$ cat src/rtl/me_job_sched.sv
// Round-robin scheduler sharing one non-pipelined modular-exponentiation core among N_REQ requesters.
// Latency: grant -> core enable pulse 1 cycle; core_done -> rsp_valid 1 cycle; one job in flight.
// Backpressure: a requester holds req_valid until its one-cycle req_ready strobe; no new grant until RESP ends.
module me_job_sched #(
  parameter int          N_REQ   = 4,
  parameter int          SEL_W   = 2,
  parameter int          TAG_W   = 4,
  parameter int          TO_W    = 20,
  parameter int unsigned TIMEOUT = 20'hFFFFF
) (
  input  logic                   clk,
  input  logic                   rst_n,
  input  logic [N_REQ-1:0]       req_valid,
  input  logic [2*N_REQ-1:0]     req_op,
  input  logic [TAG_W*N_REQ-1:0] req_tag,
  output logic [N_REQ-1:0]       req_ready,
  output logic [SEL_W-1:0]       sel,
  output logic                   en_pre_me,
  output logic                   en_me,
  output logic                   en_one_mm,
  output logic [TAG_W-1:0]       num,
  input  logic                   core_done,
  input  logic [TAG_W-1:0]       core_num_out,
  output logic                   rsp_valid,
  output logic [SEL_W-1:0]       rsp_req,
  output logic [TAG_W-1:0]       rsp_tag,
  output logic [1:0]             rsp_err,
  output logic                   busy,
  output logic                   stale_done
);

  typedef enum logic [1:0] {
    S_IDLE  = 2'd0,
    S_ISSUE = 2'd1,
    S_WAIT  = 2'd2,
    S_RESP  = 2'd3
  } state_t;

  localparam logic [1:0] OP_PRE_ME = 2'b00;
  localparam logic [1:0] OP_ME     = 2'b01;
  localparam logic [1:0] OP_ONE_MM = 2'b10;
  localparam logic [1:0] OP_ILLEGAL = 2'b11;

  localparam logic [1:0] ERR_OK      = 2'b00;
  localparam logic [1:0] ERR_ILLEGAL = 2'b01;
  localparam logic [1:0] ERR_TAG     = 2'b10;
  localparam logic [1:0] ERR_TIMEOUT = 2'b11;

  // Last WAIT count before giving up on the core.
  localparam logic [TO_W-1:0] TO_LAST = TO_W'(TIMEOUT - 1);

  state_t            state_q, state_d;
  logic [SEL_W-1:0]  rr_q, rr_d;
  logic [SEL_W-1:0]  sel_q, sel_d;
  logic [1:0]        op_q, op_d;
  logic [TAG_W-1:0]  tag_q, tag_d;
  logic [1:0]        err_q, err_d;
  logic [TO_W-1:0]   cnt_q, cnt_d;
  logic              stale_q, stale_d;

  logic              gnt_found;
  logic [SEL_W-1:0]  gnt_idx;
  logic [SEL_W-1:0]  cand;
  logic [1:0]        gnt_op;
  logic [TAG_W-1:0]  gnt_tag;

  // Cyclic search for the first valid requester at or after the round-robin pointer.
  always_comb begin
    gnt_found = 1'b0;
    gnt_idx   = rr_q;
    cand      = rr_q;
    for (int k = 0; k < N_REQ; k++) begin
      cand = rr_q + SEL_W'(k);
      if (!gnt_found && req_valid[cand]) begin
        gnt_found = 1'b1;
        gnt_idx   = cand;
      end
    end
    gnt_op  = req_op[2*int'(gnt_idx) +: 2];
    gnt_tag = req_tag[TAG_W*int'(gnt_idx) +: TAG_W];
  end

  // Next-state and strobe outputs; the core enable is a pure decode of ISSUE so it is exactly one cycle.
  always_comb begin
    state_d   = state_q;
    rr_d      = rr_q;
    sel_d     = sel_q;
    op_d      = op_q;
    tag_d     = tag_q;
    err_d     = err_q;
    cnt_d     = '0;
    req_ready = '0;
    en_pre_me = 1'b0;
    en_me     = 1'b0;
    en_one_mm = 1'b0;
    case (state_q)
      S_IDLE: begin
        if (gnt_found) begin
          req_ready[gnt_idx] = 1'b1;
          sel_d = gnt_idx;
          op_d  = gnt_op;
          tag_d = gnt_tag;
          rr_d  = gnt_idx + SEL_W'(1);
          if (gnt_op == OP_ILLEGAL) begin
            // Illegal op short-circuits straight to the response; the core never sees it.
            state_d = S_RESP;
            err_d   = ERR_ILLEGAL;
          end else begin
            state_d = S_ISSUE;
            err_d   = ERR_OK;
          end
        end
      end
      S_ISSUE: begin
        case (op_q)
          OP_PRE_ME: en_pre_me = 1'b1;
          OP_ME:     en_me     = 1'b1;
          OP_ONE_MM: en_one_mm = 1'b1;
          default:   ;
        endcase
        state_d = S_WAIT;
      end
      S_WAIT: begin
        cnt_d = cnt_q + TO_W'(1);
        // A done arriving on the timeout cycle still counts as a completion.
        if (core_done) begin
          state_d = S_RESP;
          err_d   = (core_num_out == tag_q) ? ERR_OK : ERR_TAG;
        end else if (cnt_q == TO_LAST) begin
          state_d = S_RESP;
          err_d   = ERR_TIMEOUT;
        end
      end
      S_RESP: begin
        state_d = S_IDLE;
      end
      default: begin
        state_d = S_IDLE;
      end
    endcase
  end

  // A core_done outside WAIT cannot belong to the job in flight; remember it until reset.
  always_comb begin
    stale_d = stale_q | (core_done && (state_q != S_WAIT));
  end

  // State and job registers.
  always_ff @(posedge clk or negedge rst_n) begin
    if (!rst_n) begin
      state_q <= S_IDLE;
      rr_q    <= '0;
      sel_q   <= '0;
      op_q    <= '0;
      tag_q   <= '0;
      err_q   <= '0;
      cnt_q   <= '0;
      stale_q <= 1'b0;
    end else begin
      state_q <= state_d;
      rr_q    <= rr_d;
      sel_q   <= sel_d;
      op_q    <= op_d;
      tag_q   <= tag_d;
      err_q   <= err_d;
      cnt_q   <= cnt_d;
      stale_q <= stale_d;
    end
  end

  // Response fields are zero except during the RESP strobe.
  always_comb begin
    rsp_valid  = (state_q == S_RESP);
    rsp_req    = rsp_valid ? sel_q : '0;
    rsp_tag    = rsp_valid ? tag_q : '0;
    rsp_err    = rsp_valid ? err_q : '0;
    busy       = (state_q != S_IDLE);
    sel        = sel_q;
    num        = tag_q;
    stale_done = stale_q;
  end

endmodule

$ cat config.mk
export PLATFORM = sky130hd
export DESIGN_NAME = me_job_sched
export DESIGN_NICKNAME = d
export VERILOG_FILES = /design/src/rtl/me_job_sched.sv
export SDC_FILE = /design/constraint.sdc
export NUM_CORES = 1
export LEC_CHECK = 0
export CELL_PAD_IN_SITES_DETAIL_PLACEMENT = 0
export CELL_PAD_IN_SITES_GLOBAL_PLACEMENT = 2
export CORE_MARGIN = 2
export CORE_UTILIZATION = 28
export CTS_CLUSTER_DIAMETER = 100
export CTS_CLUSTER_SIZE = 30
export DETAILED_ROUTE_END_ITERATION = 6
export HOLD_SLACK_MARGIN = 0.08
export PLACE_DENSITY = 0.89
export SLEW_MARGIN = 20
export SYNTH_ARGS = -nofsm -noshare
export SYNTH_HDL_FRONTEND = slang
export SYNTH_SLANG_ARGS = --single-unit
$ cat constraint.sdc
create_clock -name clk -period 2.1 [get_ports clk]
set_input_delay 0.42 -clock clk [delete_from_list [all_inputs] [get_ports clk]]
set_output_delay 0.42 -clock clk [all_outputs]
set_load 0.05 [all_outputs]
==> results of run 1 <==
power by group through the flow:
stage | combinational [mW] | clock (mW) | sequential (mW)
2_1_floorplan | 1.16 | 0 | 1.15
3_3_place_gp | 2.31 | 0 | 0.996
3_5_place_dp | 2.33 | 0 | 1.00
4_1_cts | 2.49 | 0.612 | 0.989
5_1_grt | 2.77 | 0.651 | 1.01
6_report | 2.55 | 0.603 | 0.985
cells in the mapped netlist, types with 2 or more instances:
cell / count
dfrtp_1: 35
nor2_1: 34
nand2_1: 17
xor2_1: 16
and2_1: 12
nand3_1: 12
ha_1: 10
a21oi_1: 9
o21ai_0: 9
inv_1: 7
mux2i_1: 6
xnor2_1: 6
and3_1: 5
and4_1: 4
clkbuf_1: 4
mux2_2: 4
nor2b_1: 4
nand4_1: 3
o21ai_1: 3
a31oi_1: 2
and3b_1: 2
nand2b_1: 2
nor4_1: 2
cell type report:
| class | instances | area (um2) |
|---|---|---|
| Clock buffer | 5 | 68.82 |
| Clock inverter | 2 | 37.54 |
| Fill cell | 718 | 3902 |
| Tap cell | 99 | 123.9 |
| Inverter | 9 | 33.78 |
| Sequential cell | 35 | 877.1 |
| Timing Repair Buffer | 85 | 943.4 |
| Multi-Input combinational cell | 177 | 1266 |
logic make-up after synthesis:
kind of cell             share of synthesized area
XOR/XNOR                                   0.09188
multiplexers                               0.05012
AO/OA/AOI/OAI                              0.09964
AND/OR/NAND/NOR                             0.2476
flip-flops                                  0.4177
adder cells (fa/ha/maj)                    0.05967
buffers and inverters                      0.03340
metal layers:
layer  part of all wire  routed length, um  up-vias
met5                  0                  0        -
met4              0.017                 88        0
met3              0.069                366       11
met2               0.48               2514       51
met1               0.44               2311      893
li1                   -                  -      948
critical path, cell delays in order (launching register included):
cell and delay [ns]:
dfrtp_1 0.41, buf_4 0.15, o31ai_4 0.22, o31ai_4 0.10, buf_4 0.16, ha_4 0.15, and2_4 0.13, buf_8 0.14
metrics by stage:
stage	hold WS, ns	cells	cell area [um2]
6_report	0.4632	412	3351
5_1_grt	0.5078	412	3351
4_1_cts	0.4680	410	3296
3_5_place_dp	0.4514	399	3090
3_3_place_gp	0.4466	399	3090
2_1_floorplan	0.1244	228	2110
path summary, 6_finish.rpt:
| path | startpoint | endpoint | slack (ns) | cells past startpoint |
|---|---|---|---|---|
| setup / recovery | rr_q[1] | req_ready[2] | -0.09 | 7 |
| max in group asynchronous | rst_n | rr_q[0] | 1.23 | 2 |
| setup reg to reg | rr_q[1] | state_q[1] | 0.04 | 9 |
| hold reg to reg | stale_done | stale_done | 0.46 | 1 |
| min in group asynchronous | rst_n | cnt_q[6] | 0.53 | 2 |
| hold / removal | stale_done | stale_done | 0.46 | 1 |
state kept, by name, indices dropped and copies added, names as in the netlist:
signal,count
err_q,2
op_q,2
stale_done,1
cnt_q,20
rr_q,2
num,4
state_q,2
sel,2
timing repair:
action	CTS	global route
setup buffers	4	2
gates resized for setup	26	14
pin swaps	6	5
setup endpoints to repair	10	8
==> flow_summary_export.csv, run 1 <==
group,metric,value,unit
sta,finalCritPeriodShare,1.041,
global_routing,use_met3,0.05509,
cells_and_area,layout.nets,358,
critical_path,cp-start-kind,"flop",
routing,drtPass1Iterations,4,
global_routing,grt_util_met1,0.1562,
global_routing,grt_busiest_layer,"met2",
clock_network,numCtsBuffers,5,
logic_synthesis,synth.area.top_cells,"dfrtp_1, xor2_1, nor2_1",
critical_path,arrival,1.77,ns
clock_network,cts_buffer_depth,2,
placed_design,place_congestion,0.7189,
routing,drtAntennaViolNets,0,
pwr,combinationalPowerShare,0.616,
pwr,switchingPower,1.782,mW
routing,drc,0,
routing,vias,1903,
pwr,finalPower,4.137,mW
sta,setup_viol,4,
logic_synthesis,ys_ff_latch,35,
clock_network,cts_sinks,35,
placed_design,dp_hpwl,3855,um
global_routing,use_met2,0.2351,
logic_synthesis,synth_ff_type,"dfrtp_1",
floorplan,pin_count,59,
logic_synthesis,synth_cell_type_count,43,
cells_and_area,antenna-diode-count,0,
clock_network,clk_pin_slew,0.08,ns
sta,fmax,0.4576,GHz
outcome,failed_checks,"setup timing",
pwr,power_frac_clock,0.146,
pwr,powerDensity,1235,mW/mm2
clock_network,insertion_delay,0.30,ns
pwr,p_leak,1.472,nW
routing,wirelength,5280,um
cells_and_area,syn2layout_area_growth,59.79,%
sta,tightest_slew,0.5295,ns
logic_synthesis,syn-cell-area,0.002097,mm2
routing,wl_per_cell,12.82,um
clock_network,htree_num_levels,2,
global_routing,track_usage,0.1377,
outcome,status,"finished with violations",
sta,rsz0062_at_grt,"true",
run,max_cap_viol_count,0,
pwr,power_frac_seq,0.238,
sta,slew_headroom,0.6459,
placed_design,port_buffers,58,
placed_design,pre_cts_slack,-0.5483,ns
global_routing,grt_pass1_vias,1972,
floorplan,dieArea,0.008197,mm2
logic_synthesis,synthCells,228,
cells_and_area,layout_common_cells,"clkdlybuf4s50_1, dfrtp_1, nor2_1",
logic_synthesis,synth_top_area_cell,"dfrtp_1",
floorplan,rows,31,
logic_synthesis,syn-num-nets,273,
global_routing,grt_pass1_wl,9066,um
sta,fin_tns_setup,-0.2831,ns
critical_path,end_kind,"output pin",
logic_synthesis,async_reset_ff_frac,1.000,
logic_synthesis,ys_warn_count,0,
cells_and_area,final_common_cell,"clkdlybuf4s50_1",
cells_and_area,fin_util,0.4620,
clock_network,cts_tree,"yes",
sta,min_period,2.185,ns
sta,hold_violations,0,
global_routing,overflow,0,
logic_synthesis,yosysTopAreaCellShare,0.4177,
routing,viasPerCell,4.619,
floorplan,initial_utilization,0.2891,
routing,drt-initial-drc-count,40,
critical_path,crit_required,1.68,ns
worst_hold_path,hold_path_class,"reg2reg",
cells_and_area,final_layout_size_suffix_gt1_frac,0.2524,
clock_network,cts_hold_buf,0,
pwr,peakVddDrop,0.5950,mV
floorplan,core,0.007253,mm2
sta,post-route-worst-setup-slack,-0.08543,ns
sta,finalClockSkew,0.009830,ns
critical_path,worstSetupPathType,"reg2out",
clock_network,cts-root-buf,"clkbuf_8",
critical_path,critical_path_peak_fanout,4,
logic_synthesis,synth_edf_count,0,
pwr,p_int,2.355,mW
global_routing,grt_start_max_net_pins,36,
logic_synthesis,syn_avg_cell_area,9.197,um2
floorplan,dieHeight,90.54,um
floorplan,dieWidth,90.54,um
sta,slew_violations,0,
global_routing,antenna_found_initial,0,
logic_synthesis,yosysSeqAreaShare,0.4177,
pwr,p_sw_frac,0.4308,
(Power assumes the default switching activity.)
==> inputs of run 2 (changes only) <==
--- a/config.mk
+++ b/config.mk
@@ -5,15 +5,15 @@
 export SDC_FILE = /design/constraint.sdc
 export NUM_CORES = 1
 export LEC_CHECK = 0
+export CAP_MARGIN = 20
 export CELL_PAD_IN_SITES_DETAIL_PLACEMENT = 0
 export CELL_PAD_IN_SITES_GLOBAL_PLACEMENT = 2
-export CORE_MARGIN = 2
 export CORE_UTILIZATION = 28
 export CTS_CLUSTER_DIAMETER = 100
 export CTS_CLUSTER_SIZE = 30
 export DETAILED_ROUTE_END_ITERATION = 6
 export HOLD_SLACK_MARGIN = 0.08
-export PLACE_DENSITY = 0.89
+export PLACE_DENSITY_LB_ADDON = 0.1
 export SLEW_MARGIN = 20
 export SYNTH_ARGS = -nofsm -noshare
 export SYNTH_HDL_FRONTEND = slang
==> run 2 against run 1 <==
  * Largest power group unchanged
  * Sequential power increased by 1%
  * Critical path depth increased by 1
  * Clock-buffer cell count increased by 3
  * Worst setup slack got worse by 0.045 ns
  * Clock power decreased by 10%
  * Utilization unchanged
  * Critical path type unchanged
  * Clock skew decreased by 0.0055 ns
  * Critical endpoint is now req_ready[1]
  * The flow still finishes with violations (setup timing)
==> flow_summary_export.csv, run 2 (same netlist as run 1, synthesis figures left out) <==
group,metric,value,unit
floorplan,pin_count,59,
sta,fmax,0.4483,GHz
clock_network,cts_sinks,35,
sta,setup_viol,5,
routing,wirelength,5140,um
run,max_cap_viol_count,0,
global_routing,grt_pass1_vias,1943,
pwr,finalPower,4.110,mW
routing,drt-initial-drc-count,44,
sta,tightest_slew,0.5142,ns
pwr,peakVddDrop,0.5888,mV
critical_path,end_kind,"output pin",
routing,viasPerCell,4.511,
placed_design,port_buffers,58,
critical_path,critPathMaxStageDelay,0.44,ns
cells_and_area,top_register,"cnt_q",
cells_and_area,fillers,740,
outcome,failed_checks,"setup timing",
outcome,status,"finished with violations",
global_routing,antenna_found_initial,0,
pwr,p_leak,1.482,nW
global_routing,grt_pass1_wl,9018,um
critical_path,cp-start-kind,"flop",
sta,fin_tns_setup,-0.5374,ns
cells_and_area,multi_input_area,0.001232,mm2
cells_and_area,syn2layout_area_growth,59.79,%
clock_network,clk_pin_slew,0.07,ns
placed_design,place_congestion,0.7252,
sta,slew_violations,0,
cells_and_area,layout.nets,360,
critical_path,path_cells,"nand3b_1 -> o31ai_4 -> o31ai_4 -> buf_6 -> inv_4 -> ha_2 -> and2_4 -> buf_12",
clock_network,cts-root-buf,"clkbuf_8",
critical_path,crit_buf_inv,3,
sta,finalCritPeriodShare,1.062,
routing,drtAntennaViolNets,0,
pwr,powerDensity,1227,mW/mm2
critical_path,arrival,1.81,ns
critical_path,worstSetupPathType,"reg2out",
placed_design,dp_hpwl,3687,um
cells_and_area,final_common_cell,"clkdlybuf4s50_1",
floorplan,core,0.007253,mm2
cells_and_area,design_area,0.003351,mm2
worst_hold_path,hold_path_class,"in2async",
floorplan,dieArea,0.007839,mm2
floorplan,dieWidth,88.54,um
cells_and_area,layout_common_cells,"clkdlybuf4s50_1, dfrtp_1, nor2_1",
sta,slew_headroom,0.6561,
clock_network,cts_tree,"yes",
global_routing,track_usage,0.1498,
cells_and_area,largest_register_ffs,20,
placed_design,dp_cells,402,
floorplan,rows,31,
routing,drtPass1Iterations,4,
critical_path,slowest_stage,"dfrtp_2",
sta,hold_violations,0,
routing,drc,0,
floorplan,dieHeight,88.54,um
sta,post-route-worst-setup-slack,-0.1309,ns
clock_network,cts_buffer_depth,2,
clock_network,insertion_delay,0.29,ns
critical_path,critical_path_peak_fanout,4,
placed_design,dpl_cell_area,0.003108,mm2
sta,finalClockSkew,0.004300,ns
cells_and_area,seqCellArea,878.3,um2
clock_network,htree_num_levels,2,
sta,rsz0062_at_grt,"true",
global_routing,grt_start_max_net_pins,36,
cells_and_area,final_layout_size_suffix_gt1_frac,0.2722,
routing,wl_per_cell,12.39,um
routing,vias,1872,
sta,min_period,2.231,ns
floorplan,initial_utilization,0.2891,
placed_design,pre_cts_slack,-0.5395,ns
critical_path,critPathMostFrequentCell,"o31ai_4",
sta,whs,0.1697,ns
global_routing,overflow,0,
cells_and_area,fin_util,0.4620,
cells_and_area,final_cells,415,
critical_path,reg2reg_slack,-0.08,ns
cells_and_area,antenna-diode-count,0,
clock_network,numCtsBuffers,5,
clock_network,cts_hold_buf,0,
critical_path,crit_required,1.68,ns
critical_path,crit_family,"flip-flops",
run 2: cell types whose count changed in the layout (fill, tap and decap cells not counted), sizes merged:
cell	delta
clkdlybuf4s15	+3
clkinvlp	-1
buf	+3
clkdlybuf4s50	-1
bufinv	-1
run 2: path summary, 6_finish.rpt:
| check | start | to | cells after the start |
|---|---|---|---|
| hold reg to reg | stale_done | stale_done | 1 |
| max in group asynchronous | rst_n | rr_q[0] | 2 |
| hold / removal | rst_n | cnt_q[9] | 2 |
| setup / recovery | rr_q[1] | req_ready[1] | 8 |
| setup reg to reg | rr_q[0] | state_q[1] | 9 |
| min in group clk | stale_done | stale_done | 1 |
run 2: layout make-up:
| cell class | count | share of cell area |
|---|---|---|
| repair buffers | 87 | 0.2924 |
| inverters | 9 | 0.01083 |
| clock buffers | 8 | 0.02987 |
| flip-flops and latches | 35 | 0.2621 |
| multi-input cells | 177 | 0.3678 |
| well taps | 99 | 0.03697 |
run 2: repair_timing:
action                     in CTS  in global routing
gates resized for setup        33                 10
setup buffers                   5                  2
pin swaps                       4                  7
setup endpoints to repair      11                  9
cloned                          0                  0
run 2: metal layers:
metal,vias to the layer above,track usage,part of all wire
met2,40,0.2580,0.51
li1,943,-,-
met1,882,0.1854,0.44
met5,-,0,0
met3,7,0.03638,0.041
met4,0,0.04399,0.015
run 2: where the power goes:
| group | internal [mW] | total (mW) | leakage [nW] | switching, mW |
|---|---|---|---|---|
| Combinational | 1.21 | 2.57 | 0.974 | 1.37 |
| Clock | 0.299 | 0.541 | 0.0515 | 0.242 |
| Sequential | 0.830 | 0.996 | 0.457 | 0.166 |
| Total | 2.34 | 4.11 | 1.48 | 1.77 |
